## config.mk

```make
export PLATFORM = sky130hd
export DESIGN_NAME = led_pattern_ctrl
export DESIGN_NICKNAME = d
export VERILOG_FILES = /design/src/rtl/led_pattern_ctrl.sv
export SDC_FILE = /design/constraint.sdc
export NUM_CORES = 1
export LEC_CHECK = 0
export BUFFER_PORTS_ARGS = -buffer_cell sky130_fd_sc_hd__buf_2
export CAP_MARGIN = 10
export CORE_MARGIN = 5
export CORE_UTILIZATION = 55
export DETAILED_ROUTE_END_ITERATION = 16
export GPL_ROUTABILITY_DRIVEN = 0
export HOLD_SLACK_MARGIN = 0.02
export PLACE_DENSITY = 0.84
export SYNTH_ARGS = -nofsm -noshare
export SYNTH_HDL_FRONTEND = slang
export SYNTH_SLANG_ARGS = --single-unit
```

## constraint.sdc

```tcl
create_clock -name clk -period 2.45 [get_ports clk]
set_clock_uncertainty 0.05 [all_clocks]
set_input_delay 0.49 -clock clk [delete_from_list [all_inputs] [get_ports clk]]
set_output_delay 0.49 -clock clk [all_outputs]
set_load 0.01 [all_outputs]
```

## src/rtl/led_pattern_ctrl.sv

```systemverilog
// Eight-pattern LED sequencer: synchronizes SW, reloads on mode change, steps LED once per DIV clocks.
// Optional LEDCTRL_GRAY_EN: mode 100 shows a Gray-coded counter instead of plain binary.
module led_pattern_ctrl #(
  parameter int DIV   = 25_000_000,
  parameter int DIV_W = 25
) (
  input  logic       clk,
  input  logic       rst,
  input  logic [2:0] SW,
  output logic [7:0] LED
);

  typedef enum logic [1:0] {
    S_IDLE = 2'd0,
    S_LOAD = 2'd1,
    S_RUN  = 2'd2
  } state_t;

  localparam logic [DIV_W-1:0] PRESC_LAST = DIV_W'(DIV - 1);

  localparam logic [2:0] M_OFF   = 3'd0;
  localparam logic [2:0] M_ROTL  = 3'd1;
  localparam logic [2:0] M_ROTR  = 3'd2;
  localparam logic [2:0] M_PING  = 3'd3;
  localparam logic [2:0] M_UP    = 3'd4;
  localparam logic [2:0] M_DOWN  = 3'd5;
  localparam logic [2:0] M_FILL  = 3'd6;
  localparam logic [2:0] M_BLINK = 3'd7;

  // Ping-pong direction: left walks toward LED[7].
  localparam logic DIR_LEFT  = 1'b0;
  localparam logic DIR_RIGHT = 1'b1;

  state_t           state, state_nxt;
  logic [2:0]       sw_s1, sw_s2;
  logic [2:0]       mode_q, mode_nxt;
  logic [DIV_W-1:0] presc, presc_nxt;
  logic             dir, dir_nxt;
  logic [7:0]       led_nxt;
  logic             tick;
  logic             mode_chg;

`ifdef LEDCTRL_GRAY_EN
  logic [7:0] cnt, cnt_nxt;
`endif

  function automatic logic [7:0] init_pat(input logic [2:0] m);
    logic [7:0] p;
    case (m)
      M_OFF:   p = 8'h00;
      M_ROTL:  p = 8'h01;
      M_ROTR:  p = 8'h80;
      M_PING:  p = 8'h01;
      M_UP:    p = 8'h00;
      M_DOWN:  p = 8'hFF;
      M_FILL:  p = 8'h00;
      M_BLINK: p = 8'hFF;
      default: p = 8'h00;
    endcase
    return p;
  endfunction

  assign tick     = (presc == PRESC_LAST);
  assign mode_chg = (sw_s2 != mode_q);

  always_ff @(posedge clk or posedge rst) begin
    if (rst) begin
      sw_s1 <= 3'b000;
      sw_s2 <= 3'b000;
    end else begin
      sw_s1 <= SW;
      sw_s2 <= sw_s1;
    end
  end

  always_ff @(posedge clk or posedge rst) begin
    if (rst) begin
      state  <= S_IDLE;
      mode_q <= 3'b000;
      presc  <= '0;
      dir    <= DIR_LEFT;
      LED    <= 8'h00;
`ifdef LEDCTRL_GRAY_EN
      cnt    <= 8'h00;
`endif
    end else begin
      state  <= state_nxt;
      mode_q <= mode_nxt;
      presc  <= presc_nxt;
      dir    <= dir_nxt;
      LED    <= led_nxt;
`ifdef LEDCTRL_GRAY_EN
      cnt    <= cnt_nxt;
`endif
    end
  end

  // A mode change wins over a coincident tick: the step is dropped and LOAD follows.
  always_comb begin
    state_nxt = state;
    mode_nxt  = mode_q;
    presc_nxt = presc;
    dir_nxt   = dir;
    led_nxt   = LED;
`ifdef LEDCTRL_GRAY_EN
    cnt_nxt   = cnt;
`endif
    if (mode_chg) begin
      mode_nxt  = sw_s2;
      state_nxt = S_LOAD;
    end else begin
      case (state)
        S_IDLE: begin
          led_nxt = 8'h00;
        end
        S_LOAD: begin
          led_nxt   = init_pat(mode_q);
          presc_nxt = '0;
          dir_nxt   = DIR_LEFT;
`ifdef LEDCTRL_GRAY_EN
          cnt_nxt   = 8'h00;
`endif
          state_nxt = (mode_q == M_OFF) ? S_IDLE : S_RUN;
        end
        S_RUN: begin
          if (!tick) begin
            presc_nxt = presc + DIV_W'(1);
          end else begin
            presc_nxt = '0;
            case (mode_q)
              M_ROTL: led_nxt = {LED[6:0], LED[7]};
              M_ROTR: led_nxt = {LED[0], LED[7:1]};
              M_PING: begin
                // Turn around on the step that lands on an end LED, so ends are not repeated.
                if (dir == DIR_LEFT) begin
                  led_nxt = {LED[6:0], 1'b0};
                  if (LED == 8'h40) dir_nxt = DIR_RIGHT;
                end else begin
                  led_nxt = {1'b0, LED[7:1]};
                  if (LED == 8'h02) dir_nxt = DIR_LEFT;
                end
              end
              M_UP: begin
`ifdef LEDCTRL_GRAY_EN
                cnt_nxt = cnt + 8'd1;
                led_nxt = cnt_nxt ^ {1'b0, cnt_nxt[7:1]};
`else
                led_nxt = LED + 8'd1;
`endif
              end
              M_DOWN:  led_nxt = LED - 8'd1;
              M_FILL:  led_nxt = (LED == 8'hFF) ? 8'h00 : {LED[6:0], 1'b1};
              M_BLINK: led_nxt = ~LED;
              default: led_nxt = 8'h00;
            endcase
          end
        end
        default: begin
          state_nxt = S_IDLE;
          led_nxt   = 8'h00;
        end
      endcase
    end
  end

endmodule

```

# Word-level counts from Yosys, hierarchy flattened
# Memory sizes are Yosys's and may differ from the RTL's.
# Cells that the tools add are included.
# word_totals
register_bits	45
mem_bits_ro	64
inputBits	5
out_inout_bits	8
n_memories	1
# mem_list
memory	depth	word_bits	read_ports	rd_ports_with_merged_regs	write_ports	line	rtl
(name not given)	8	8	1	0	0	49	case (m)
# op_classes
addsub	3
eq_ne	17
muxes	16
bitwise	2
n_reduce_logical	7
# ops
operator	n
8-bit case mux with 7 select lines	1
25-bit case mux with 2 select lines	1
25-bit by 1-bit adder with 25-bit output, second input constant	1
25-bit == test, second input constant	1
25-bit two-way mux	1
8-bit two-way mux	3
8-bit case mux with 2 select lines	1
3-bit == test, second input constant	4
8-bit by 1-bit adder with 8-bit output, second input constant	1
8-bit by 2-bit == test with 1-bit output, second input constant	1
8-bit by 7-bit == test with 1-bit output, second input constant	1
8-bit == test, second input constant	1
8-bit inverter	1
8-bit by 1-bit subtractor with 8-bit output, second input constant	1
3-bit by 2-bit == test with 1-bit output, second input constant	2
1-bit two-way mux	5
2-bit two-way mux	2
2-bit != test, second input constant	2
2-bit case mux with 2 select lines	1
2-bit AND reduction	2
4-bit AND reduction	1
3-bit by 1-bit == test with 1-bit output, second input constant	1
3-bit logical NOT	1
3-bit != test	1
other kinds (8)	8

# Depth between registers and ports, before layout
# logic_depth
word_depth	6
mapped_depth	11

# Worst setup path after synthesis
# OpenSTA, ideal clock, no wires.
# synth_path
kind	reg2reg
start	reg mode_q[1]
end	reg LED[4]
setup_ns	0.127
arrival_ns	2.267
slack_ns	0.006
path_stages_with_launch	12
n_path_buf	2
period_less_slack_ns	2.444
path_cell_list	dfrtp_1 -> buf_2 -> and3b_1 -> buf_2 -> xnor2_1 -> ha_1 -> or4_1 -> mux2i_1 -> xor2_1 -> a221o_1 -> a21oi_1 -> o21ai_0
# synth_between
elab_chain_len	4
elab_cells_between_ends	14
cone_classes	eq/ne: 8; mux: 3; bitwise: 1; reduce/logical: 1; memory: 1
# synth_rtl
element	line	rtl
start: declaration	36	logic [2:0] mode_q, mode_nxt;
start signal: assignment	88	mode_q <= mode_nxt;
3-bit == test, or another cell as far along	130	case (mode_q)
8-bit case mux with 7 select lines	130	
8-bit two-way mux	126	if (!tick) begin
8-bit case mux with 2 select lines	112	case (state)
end signal: assignment	91	LED <= led_nxt;
end: declaration	10	output logic [7:0] LED
# Parallel ways exist; a longest one is shown, timed or not. The select of a mux whose other input is x is not followed.
# A chain may end at the register's enable or synchronous reset.

# Worst setup path in the final report
# layout_path
start	reg state[1]
end	reg presc[24]
# layout_between
elab_chain_len	3
elab_cells_between_ends	5
cone_classes	eq/ne: 2; mux: 1; reduce/logical: 2
# layout_rtl
element	line	rtl
start: declaration	34	state_t state, state_nxt;
start signal: assignment	87	state <= state_nxt;
2-bit == test / 2-bit by 1-bit == test with 1-bit output (equally long branches)	112	
2-bit nonzero test (no source line)	--	
2-bit AND reduction (no source line)	--	
end signal: assignment	89	presc <= presc_nxt;
end: declaration	37	logic [DIV_W-1:0] presc, presc_nxt;
# Parallel ways exist; a longest one is shown, timed or not.

==> flow_summary.yaml <==
run_status:
  status: "completed"
timing:
  final-max-slew-violation-count: 0
  slew_headroom: 0.698
  fmaxAchievable_mhz: 427
  setup_violations: 0
  tightest_slew_ns: 0.452
  hold_violations: 0
  fin_crit_ns: 2.34
  setup-tns-final_ns: 0
  rsz0062_at_grt: "false"
  final.period_utilization: 0.956
  worst_hold_slack_ns: 0.0884
  worst_slack_ns: 0.108
floorplanning:
  dieArea_mm2: 0.00662
  pin_count: 13
  die_w_um: 81.4
  rows: 26
  initial_utilization: 0.559
  die_y_um: 81.4
  coreArea_mm2: 0.00501
global_routing:
  track_usage: 0.219
  first_global_vias: 2461
  grt-ovfl-total: 0
  grt_max_degree: 25
  grt_antenna_before_repair: 0
  grt_pass1_wl_um: 11200
layout:
  antenna_cells: 0
  final_nets: 350
  stdcell_count: 411
  layout-drive-gt1-share: 0.144
  area_growth_pct: 11.3
  final_util: 0.622
worst_setup_path:
  crit_fanout: 7
  criticalPathCategory: "reg2reg"
  startpoint_type: "register"
  required_ns: 2.63
  critPathArrivalTime_ns: 2.53
  crit_path_end_kind: "register"
place:
  pre_cts_ws_ns: 0.0844
  io_buffer_count: 12
  dp_cells: 401
  hpwl_um: 4660
synthesis:
  avgSynthCellArea_um2: 8.67
  synth_flop_cell: "dfrtp_1"
  synth_edf_count: 0
  syn_inst: 323
  ys_seq_area_frac: 0.402
  syn-num-nets: 333
  ys_types: 53
  synth-seq-cells: 45
  ys_warn_count: 0
  async_reset_ff_frac: 1.00
  syn_area_mm2: 0.00280
power:
  peakVddDrop_mv: 0.441
  power_density_mw_per_mm2: 603
  leakagePower_uw: 0.00137
clock_network:
  cts_resized: 0
  clk_latency_ns: 0.30
  numCtsBuffers: 5
  cts.sinks: 45
  clock-root-buffer: "clkbuf_8"
  cts.reportedPaths.clkPinSlew_ns: 0.09
  htreeDepth: 2
  clock_path_buffers: 2
  cts_tree: "yes"
detailed_routing:
  drt_wl_total_um: 6620
  drc_errors: 0
  num_vias: 2545
  wl_per_cell_um: 16.1
  drt_pass1_iterations: 5
  ant_nets: 0
  drtIter0Drc: 275
  viasPerCell: 6.19
min_path:
  holdCritPathClass: "in2async"
job:
  cap_violations: 0
-- sequential cells by signal, indices dropped and copies added (netlist names) --
register and cells:
presc 25, dir 1, mode_q 3, state 2, sw_s1 3, LED 8
sw_s2 3
-- final timing paths --
kind / startpoint / to / slack, ns / depth (start not counted)
hold reg to reg: sw_s1[1]$_DFF_PP0_ / sw_s2[1]$_DFF_PP0_ / 0.30 / 0
min in group clk: SW[1] / sw_s1[1]$_DFF_PP0_ / 0.24 / 1
hold / removal: rst / presc[18]$_DFFE_PP0P_ / 0.09 / 2
setup / recovery: state[1]$_DFFE_PP0P_ / presc[24]$_DFFE_PP0P_ / 0.11 / 8
setup reg to reg: state[1]$_DFFE_PP0P_ / presc[24]$_DFFE_PP0P_ / 0.11 / 8
max in group asynchronous: rst / state[0]$_DFFE_PP0P_ / 1.71 / 3
-- final cells by class --
cell class / count / area [um2]
Fill cell: 463 / 1890
Multi-Input combinational cell: 245 / 1530
Sequential cell: 45 / 1130
Timing Repair Buffer: 33 / 218
Tap cell: 70 / 87.6
Clock buffer: 6 / 82.6
Clock inverter: 2 / 37.5
Inverter: 10 / 37.5
-- cells in the mapped netlist, types with 2 or more instances --
cell type / count / area share
nor3_1: 4 / 0.0071
and2_1: 4 / 0.0089
ha_1: 5 / 0.022
o31ai_1: 2 / 0.0054
mux2i_1: 3 / 0.011
nand2b_1: 2 / 0.0045
nand3_1: 12 / 0.021
a22o_1: 3 / 0.0094
a32oi_1: 2 / 0.0063
a22oi_1: 2 / 0.0054
buf_2: 12 / 0.021
or2_2: 2 / 0.0045
or3_1: 8 / 0.018
inv_1: 10 / 0.013
nand2_1: 34 / 0.046
dfrtp_1: 45 / 0.40
o22ai_1: 2 / 0.0045
nor2_1: 25 / 0.034
a221oi_1: 2 / 0.0063
or4_1: 2 / 0.0054
and4_1: 5 / 0.016
and3_1: 12 / 0.027
nor4_1: 3 / 0.0067
buf_1: 3 / 0.0040
a31oi_1: 4 / 0.0089
nand4_1: 8 / 0.018
nor2b_1: 8 / 0.018
o21ai_0: 28 / 0.050
clkbuf_1: 7 / 0.0094
xnor2_1: 15 / 0.047
nand3b_1: 5 / 0.013
a21oi_1: 13 / 0.023
xor2_1: 11 / 0.034
-- routing by layer --
layer / routed length (um) / track usage
met3: 511 / 0.0399
met1: 2820 / 0.281
met5: 0 / 0
met2: 3120 / 0.353
met4: 169 / 0.108
-- timing repair --
action | in CTS | in global routing
hold endpoints to repair | 0 | 0
setup endpoints to repair | 0 | 4
setup buffers | 0 | 2
hold buffers | 0 | 0
-- worst max-delay path: stages, from the launching register on --
cell and delay, ns:
dfrtp_1 0.40, inv_1 0.08, ha_1 0.44, and3_1 0.23, and4_1 0.23, nand4_1 0.17
buf_4 0.21, or3_1 0.31, a21oi_1 0.15
-- report_power, final --
| part | internal (uW) | switching (uW) |
|---|---|---|
| clock network | 332 | 260 |
| registers | 780 | 67.8 |
| logic | 190 | 250 |
| total | 1300 | 578 |
-- logic make-up (layout without fill, tap and decap cells) --
| logic type | after synthesis | after routing | synth area share |
|---|---|---|---|
| AOI/OAI and AO/OA | 72 | 72 | 0.166 |
| xor gates and xnor gates | 26 | 26 | 0.0813 |
| adders and majority gates | 5 | 5 | 0.0223 |
| buffers and inverters | 33 | 51 | 0.0523 |
| DFF | 45 | 45 | 0.402 |
| muxes | 3 | 3 | 0.0107 |
| and+or+nand+nor | 139 | 139 | 0.265 |
-- stage by stage --
step / area, um2 / power (uW)
final: 3120 / 1880
after floorplan: 2800 / 1160
after global placement: 2980 / 1280
after CTS: 3100 / 1880
after detailed placement: 2980 / 1290
after global routing: 3120 / 1980
-- placed cells by master (no fill, tap or decap), drive strengths merged, types with 2 or more instances in the layout --
master / n
nand2: 34
o22ai: 2
a21oi: 13
and3: 12
nand2b: 2
nand3: 12
ha: 5
nor2: 25
xnor2: 15
or3: 8
o311ai: 2
o31a: 2
xor2: 11
dfrtp: 45
nand3b: 5
nor4: 3
a32oi: 2
clkbuf: 6
and2: 4
or2: 2
a31oi: 4
nand4: 8
nor3: 4
buf: 33
a22o: 3
o31ai: 2
or4: 3
mux2i: 3
o21ai: 28
a221oi: 2
and4: 5
a22oi: 2
inv: 10
nor2b: 8
(Power assumes the default switching activity.)
